`src/rtl/vga_draw_arbiter.sv`:
```
// rtl/vga_draw_arbiter.sv - multi-channel draw arbiter muxing one owner onto the VGA adapter port
// Round-robin or fixed-priority grant with optional hold limit and a registered pixel path.
module vga_draw_arbiter #(
  parameter int NUM_CH        = 12,
  parameter int X_W           = 8,
  parameter int Y_W           = 7,
  parameter int C_W           = 3,
  parameter int PRIORITY_MODE = 0,
  parameter int MAX_HOLD      = 0
) (
  input  logic                  clock,
  input  logic                  reset,
  input  logic [NUM_CH-1:0]     req,
  input  logic [NUM_CH*X_W-1:0] x_in,
  input  logic [NUM_CH*Y_W-1:0] y_in,
  input  logic [NUM_CH*C_W-1:0] colour_in,
  input  logic [NUM_CH-1:0]     writeEn_in,
  output logic [NUM_CH-1:0]     grant,
  output logic [X_W-1:0]        x,
  output logic [Y_W-1:0]        y,
  output logic [C_W-1:0]        colour,
  output logic                  writeEn,
  output logic                  busy
);

  localparam int PTR_W = (NUM_CH > 1) ? $clog2(NUM_CH) : 1;
  localparam int HC_W  = (MAX_HOLD == 0) ? 8 : $clog2(MAX_HOLD + 1);
  localparam logic [PTR_W-1:0]  LAST_CH   = PTR_W'(NUM_CH - 1);
  localparam logic [HC_W-1:0]   HOLD_LAST = HC_W'((MAX_HOLD > 0) ? MAX_HOLD - 1 : 0);
  localparam logic [NUM_CH-1:0] ONE_HOT0  = NUM_CH'(1);

  typedef enum logic [1:0] {IDLE, GRANT, RELEASE} state_t;

  state_t            state, next_state;
  logic [PTR_W-1:0]  ptr, owner, win, idx;
  logic [HC_W-1:0]   hold;
  logic              found, hold_expired, start, finish;

  // Search starts at ptr in round-robin mode, at 0 in fixed mode.
  always_comb begin
    win   = '0;
    idx   = '0;
    found = 1'b0;
    for (int k = 0; k < NUM_CH; k++) begin
      idx = PTR_W'(((PRIORITY_MODE == 1 ? 0 : int'(ptr)) + k) % NUM_CH);
      if (!found && req[idx]) begin
        found = 1'b1;
        win   = idx;
      end
    end
  end

  assign hold_expired = (MAX_HOLD > 0) && (hold == HOLD_LAST);

  always_ff @(posedge clock or posedge reset) begin
    if (reset) state <= IDLE;
    else       state <= next_state;
  end

  always_comb begin
    next_state = state;
    case (state)
      IDLE:    if (found) next_state = GRANT;
      GRANT: begin
        if (!req[owner])       next_state = IDLE;
        else if (hold_expired) next_state = RELEASE;
      end
      RELEASE: next_state = IDLE;
      default: next_state = IDLE;
    endcase
  end

  always_comb begin
    busy   = (state != IDLE);
    start  = (state == IDLE) && found;
    finish = (state == GRANT) && (next_state != GRANT);
  end

  // Pixel path follows the grant currently registered, so it lags the inputs by one edge.
  always_ff @(posedge clock or posedge reset) begin
    if (reset) begin
      grant   <= '0;
      ptr     <= '0;
      owner   <= '0;
      hold    <= '0;
      x       <= '0;
      y       <= '0;
      colour  <= '0;
      writeEn <= 1'b0;
    end else begin
      writeEn <= |(grant & writeEn_in);
      if (|grant) begin
        x      <= x_in[int'(owner)*X_W +: X_W];
        y      <= y_in[int'(owner)*Y_W +: Y_W];
        colour <= colour_in[int'(owner)*C_W +: C_W];
      end
      if (start) begin
        grant <= ONE_HOT0 << win;
        owner <= win;
        hold  <= '0;
      end else if (finish) begin
        grant <= '0;
        ptr   <= (owner == LAST_CH) ? '0 : owner + PTR_W'(1);
      end else if (state == GRANT && hold != '1) begin
        hold <= hold + HC_W'(1);
      end
    end
  end

endmodule

```
`config.mk`:
```
export PLATFORM = sky130hd
export DESIGN_NAME = vga_draw_arbiter
export DESIGN_NICKNAME = d
export VERILOG_FILES = /design/src/rtl/vga_draw_arbiter.sv
export SDC_FILE = /design/constraint.sdc
export NUM_CORES = 1
export LEC_CHECK = 0
export ABC_AREA = 1
export CORE_MARGIN = 1
export CORE_UTILIZATION = 41
export CTS_BUF_LIST = sky130_fd_sc_hd__clkbuf_2 sky130_fd_sc_hd__clkbuf_4 sky130_fd_sc_hd__clkbuf_8
export DETAILED_ROUTE_END_ITERATION = 10
export GPL_TIMING_DRIVEN = 0
export PLACE_DENSITY_LB_ADDON = 0.15
export SLEW_MARGIN = 20
export SYNTH_ARGS = -nofsm -noshare
export SYNTH_HDL_FRONTEND = slang
export SYNTH_SLANG_ARGS = --single-unit
```
`constraint.sdc`:
```
create_clock -name clock -period 3.48 [get_ports clock]
set_input_delay 0.696 -clock clock [delete_from_list [all_inputs] [get_ports clock]]
set_output_delay 0.696 -clock clock [all_outputs]
set_load 0.01 [all_outputs]
```
# Yosys cells after proc, flatten, opt, wreduce, memory -nomap -nowiden
# Cells that the tools add are included.
totals:
  register_bits: 41
  in_bits: 242
  out_inout_bits: 32
op_classes:
  addsub: 12
  n_mul: 2
  n_div: 12
  n_lt_le_gt_ge: 13
  n_eq_ne: 3
  shifts: 4
  muxes: 56
  bitwise: 2
  reduce_logical: 30
ops:
  columns: ["cell", "n"]
  rows:
  - ["modulo 32 x 5 -> 32 bit, second input constant", 11]
  - ["variable part select 96 x 8 -> 8 bit", 1]
  - ["variable part select 84 x 8 -> 7 bit", 1]
  - ["less-than comparator 4 x 5 -> 1 bit, second input constant", 13]
  - ["binary-select mux 1 bit (select 4 bit)", 13]
  - ["two-way mux 4 bit", 13]
  - ["variable part select 36 x 7 -> 3 bit", 1]
  - ["modulo 5 x 5 -> 32 bit, second input constant", 1]
  - ["two-way mux 1 bit", 25]
  - ["two-way mux 12 bit", 2]
  - ["OR reduction 12 bit", 2]
  - ["adder 4 x 3 -> 5 bit, second input constant", 4]
  - ["adder 4 x 4 -> 5 bit, second input constant", 4]
  - ["logical AND 1 bit", 13]
  - ["AND 12 bit", 1]
  - ["<< shifter 1 x 4 -> 12 bit, first input constant", 1]
  - ["zero test 1 bit", 11]
  - ["adder 4 x 2 -> 5 bit, second input constant", 2]
  - ["multiplier 4 x 3 -> 7 bit, second input constant", 1]
  - ["multiplier 4 x 2 -> 6 bit, second input constant", 1]
  - ["adder 4 x 1 -> 5 bit, second input constant", 1]
  - ["adder 4 x 1 -> 4 bit, second input constant", 1]
  - ["== test 4 bit, second input constant", 1]
  - ["two-way mux 2 bit", 2]
  - ["7 further kinds", 8]

# Logic depth before layout (Yosys ltp)
logic_depth:
  depth_word: 43
  depth_mapped: 32
  ltp_nobuf: 31

# Worst setup path after synthesis
# OpenSTA, ideal clock, no wires.
synth_timing:
  kind: "flip-flop to flip-flop"
  start: "register ptr[1]"
  end: "register owner[3]"
  arrival_ps: 3470
  setup_slack_ps: -122
  path_stages_with_launch: 25
  path_buffers: 2
  period_less_slack_ps: 3602
  path_cell_list: "dfrtp_1 -> inv_2 -> buf_2 -> ha_1 -> buf_6 -> clkinv_2 -> nand4_1 -> nand3_1 -> nand2_1 -> ha_1 -> a21oi_4 -> nand3_2 -> nand2_2 -> nand2_2 -> nand3_2 -> nand2_4 -> nor3_4 -> nand4_2 -> nor2_4 -> nand3_2 -> nor2_4 -> a21oi_4 -> inv_2 -> nor2_2 -> o21bai_1"
synth_via:
  elab_chain_cells: 38
synth_rtl:
  columns: ["item", "line", "rtl"]
  rows:
  - ["start, declared", "35", "logic [PTR_W-1:0] ptr, owner, win, idx;"]
  - ["start signal, assigned", "103", "ptr <= (owner == LAST_CH) ? '0 : owner + PTR_W'(1);"]
  - ["branches (longest 38 deep; another with modulo 32 x 5 -> 32 bit)", null, null]
  - ["end signal, assigned", "99", "owner <= win;"]
  - ["end, declared", "35", null]
# Parallel ways; which one is timed is not known. The select of a mux whose other input is x is not followed.
# A chain may end at the register's enable or synchronous reset.

# Worst setup path in the final report
layout_timing:
  start: "register ptr[2]"
  end: "register grant[2]"
layout_via:
  elab_chain_cells: 42
layout_rtl:
  columns: ["item", "line", "rtl"]
  rows:
  - ["branches (longest 42 deep; another with modulo 32 x 5 -> 32 bit)", null, null]
  - ["end signal, assigned", "98", "grant <= ONE_HOT0 << win;"]
  - ["end, declared", "18", "output logic [NUM_CH-1:0] grant,"]
# Parallel ways; which one is timed is not known. The select of a mux whose other input is x is not followed.

==> results.toml <==
[status]
status = "complete, but fails checks"
violations = "negative setup slack"

[detailed_routing]
met1_length_um = 12800
drt_first_pass_iters = 7
routed_wirelength_um = 31300
wl_met2_um = 14300
topRoutingLayerUsed = "met4"
antenna_left = 0
drt_iter0_markers = 977
drcViolationCount = 0
avgViaCountPerCell = 5.66
wire_per_inst_um = 18.5
wl_met3_um = 3100
vias = 9571

[logic_synthesis]
ys_ff_latch = 41
synthFlopType = "dfrtp_1"
ys_seq_area_share_pct = 15.4
syn-num-nets = 1404
avgSynthCellArea_um2 = 5.89
synth_edf_count = 0
syn_inst = 1129
synth_area_mm2 = 0.00665
synth.distinct_cells = 50
yosysWarnings = 0
async_flop_share_pct = 100

[clock_tree]
h-tree-depth = 2
numCtsBuffers = 5
cts_tree = "yes"
clk_pin_slew_ps = 80
clk_path_buf_depth = 2
clk_latency_ps = 320
clock-sinks = 41
clockRootBuffer = "clkbuf_8"

[hold_path]
hold_class = "reg2reg"
holdPathStages = 2

[setup_path]
worstSetupPathType = "reg2reg"
cp_top_family = "simple AND/OR/NAND/NOR gates"
r2r_slack_ps = -300
reg2reg_depth = 25
startpoint_type = "register"
crit_start = "ptr[2]"
critical_path_depth = 25
timing.rr.end = "grant[2]"
worst_path_largest_cell_delay_ps = 480
critPathBufInv = 3
cp_slowest_cell = "dfrtp_2"
r2r_start = "ptr[2]"
worst-path-max-fanout = 6
cp.arrival_ps = 4030
endpoint = "grant[2]"
critPathRequiredTime_ps = 3730
end_kind = "register"

[floorplanning]
die_height_um = 129
dieArea_mm2 = 0.0167
top_level_ports = 274
num_rows = 46
core_area_mm2 = 0.0159
die_x_um = 129
initial_core_util_pct = 41.9

[global_route]
grt_pass1_vias = 8520
grt_max_degree = 30
grt_pass1_wl_um = 45400
grt_usage_pct = 35.4
antenna_found_initial = 0
grt_overflow = 0

[sta]
tightest_slew_ps = 817
rsz0062_at_grt = "true"
finalSetupViolCount = 17
final-hold-violation-count = 0
maxSlewViolCount = 0
maxSlewHeadroom_pct = 45.5
min_period_ps = 3780
fmax_mhz = 265
tns_ps = -4090
finalCritPeriodShare_pct = 109
whs_ps = 545
clock_skew_ps = 11.0
layout_setup_ws_ps = -300

[power]
vdd_drop_max_mv = 0.505
p_per_area_mw_per_mm2 = 1100
p_leak_nw = 4.73

[layout]
syn_to_final_growth_pct = 65.2
layout.nets = 1750
final.fill_count = 1407
diodes = 0
drive_gt1_share_pct = 18.2

[placement]
dp_hpwl_um = 23900
gp_congestion = 1.00
portBuffers = 273

[job]
maxCapViolCount = 0
[worst min path at each step]
stage              from        to  slack (ps)
2_1_floorplan  state[1]  state[0]         530
3_3_place_gp   grant[3]  grant[3]         520
3_5_place_dp   grant[3]  grant[3]         520
4_1_cts        grant[3]  grant[3]         540
5_1_grt            y[1]      y[1]         570
6_report       grant[3]  grant[3]         550
[layout make-up]
class	count	area, um2	area share (%)
Clock buffer	6	82.6	0.752
Tap cell	216	270	2.46
Buffer	61	323	2.94
Inverter	112	455	4.15
Sequential cell	41	1030	9.39
Multi-Input combinational cell	915	5510	50.2
Timing Repair Buffer	339	3270	29.8
Clock inverter	2	37.5	0.342
[layout by cell type, fill, tap and decap left out, types with 21 or more instances in the layout]
cell type | synthesis | layout
nand3_1 | 104 | 90
o21ai_1 | 22 | 23
nand2_2 | 16 | 24
o21ai_0 | 141 | 136
clkdlybuf4s50_1 | 0 | 273
nand3_2 | 16 | 21
clkbuf_1 | 44 | 43
inv_1 | 89 | 76
buf_4 | 5 | 61
inv_2 | 20 | 28
o22ai_1 | 27 | 26
o221ai_1 | 29 | 29
nand2_1 | 212 | 190
dfrtp_1 | 41 | 37
nor2_1 | 185 | 177
[report_power, final]
group	switching [mW]	internal, mW	total (mW)
clock network	0.191	0.234	0.424
logic	6.86	3.95	10.8
registers	0.186	0.720	0.906
total	7.23	4.90	12.1
[synthesized netlist by cell type (9+ instances only)]
master	number	area (um2)
dfrtp_1	41	1030
nand3_1	104	521
nor2_1	185	694
o211ai_1	9	67.6
nand2_1	212	796
nand4_1	16	100
clkbuf_1	44	165
nand2_2	16	100
o22ai_1	27	169
ha_1	33	413
o221ai_1	29	254
o21ai_0	141	706
a21oi_1	15	75.1
inv_1	89	334
o21ai_1	22	110
a31oi_1	19	119
nor2_2	10	62.6
inv_2	20	75.1
nand3_2	16	160
[what timing repair did]
action / in CTS / in global routing
resized for setup: 96 / 71
setup endpoints to repair: 17 / 17
buffers inserted: 47 / 17
cloned: 0 / 1
hold buffers: 0 / 0
pin swaps: 43 / 60
[metrics by stage]
stage               setup WS [ps]  util [%]  cells  power (mW)  cell area, um2
floorplan                    3.23         -   1129        6.79            6650
global placement             -816      60.8   1618        9.25            9660
detailed placement           -873      60.9   1619        9.36            9680
CTS                          -155      66.4   1674        10.9           10600
global route                 -587      69.1   1692        13.0           11000
finish                       -300      69.1   1692        12.1           11000
[metal layers]
| metal | global-route usage [%] | up-vias |
|---|---|---|
| met2 | 58.2 | 567 |
| met5 | 0 | - |
| met3 | 6.19 | 89 |
| met4 | 11.9 | 0 |
| met1 | 46.8 | 4380 |
| li1 | - | 4535 |
[logic make-up (layout without fill, tap and decap cells)]
kind of cell,after synthesis,count (layout),synth area share [%]
fa+ha+maj,33,33,6.21
compound gates,281,281,25.3
simple gates,593,593,41.2
buf+inv,173,520,10.7
xor+xnor,7,7,1.15
flops,41,41,15.4
other cells,1,1,0.0564
[registers in the layout, summed over array words and instances, names as in the netlist]
name,flops
colour,3
grant,12
owner,4
ptr,4
state,2
writeEn,1
x,8
y,7
[worst reg2reg max path, cell delays in order, from the launching register on]
cell	delay, ps
dfrtp_2	480
buf_6	160
ha_4	190
inv_4	80
nand2_4	60
nand2_8	100
ha_4	160
inv_4	50
nand3_2	60
nand2_2	70
ha_4	160
a21oi_4	180
nand2_4	110
o21ai_4	190
nand2_1	110
nand3_4	120
nand4_4	110
nor2_2	160
nand4_1	170
nor2_4	200
nand4_4	140
nor2_1	250
nor2_4	90
nor2_4	150
nand3_1	90
nand2_1	80
No activity file was read; power rests on OpenSTA's default activity.
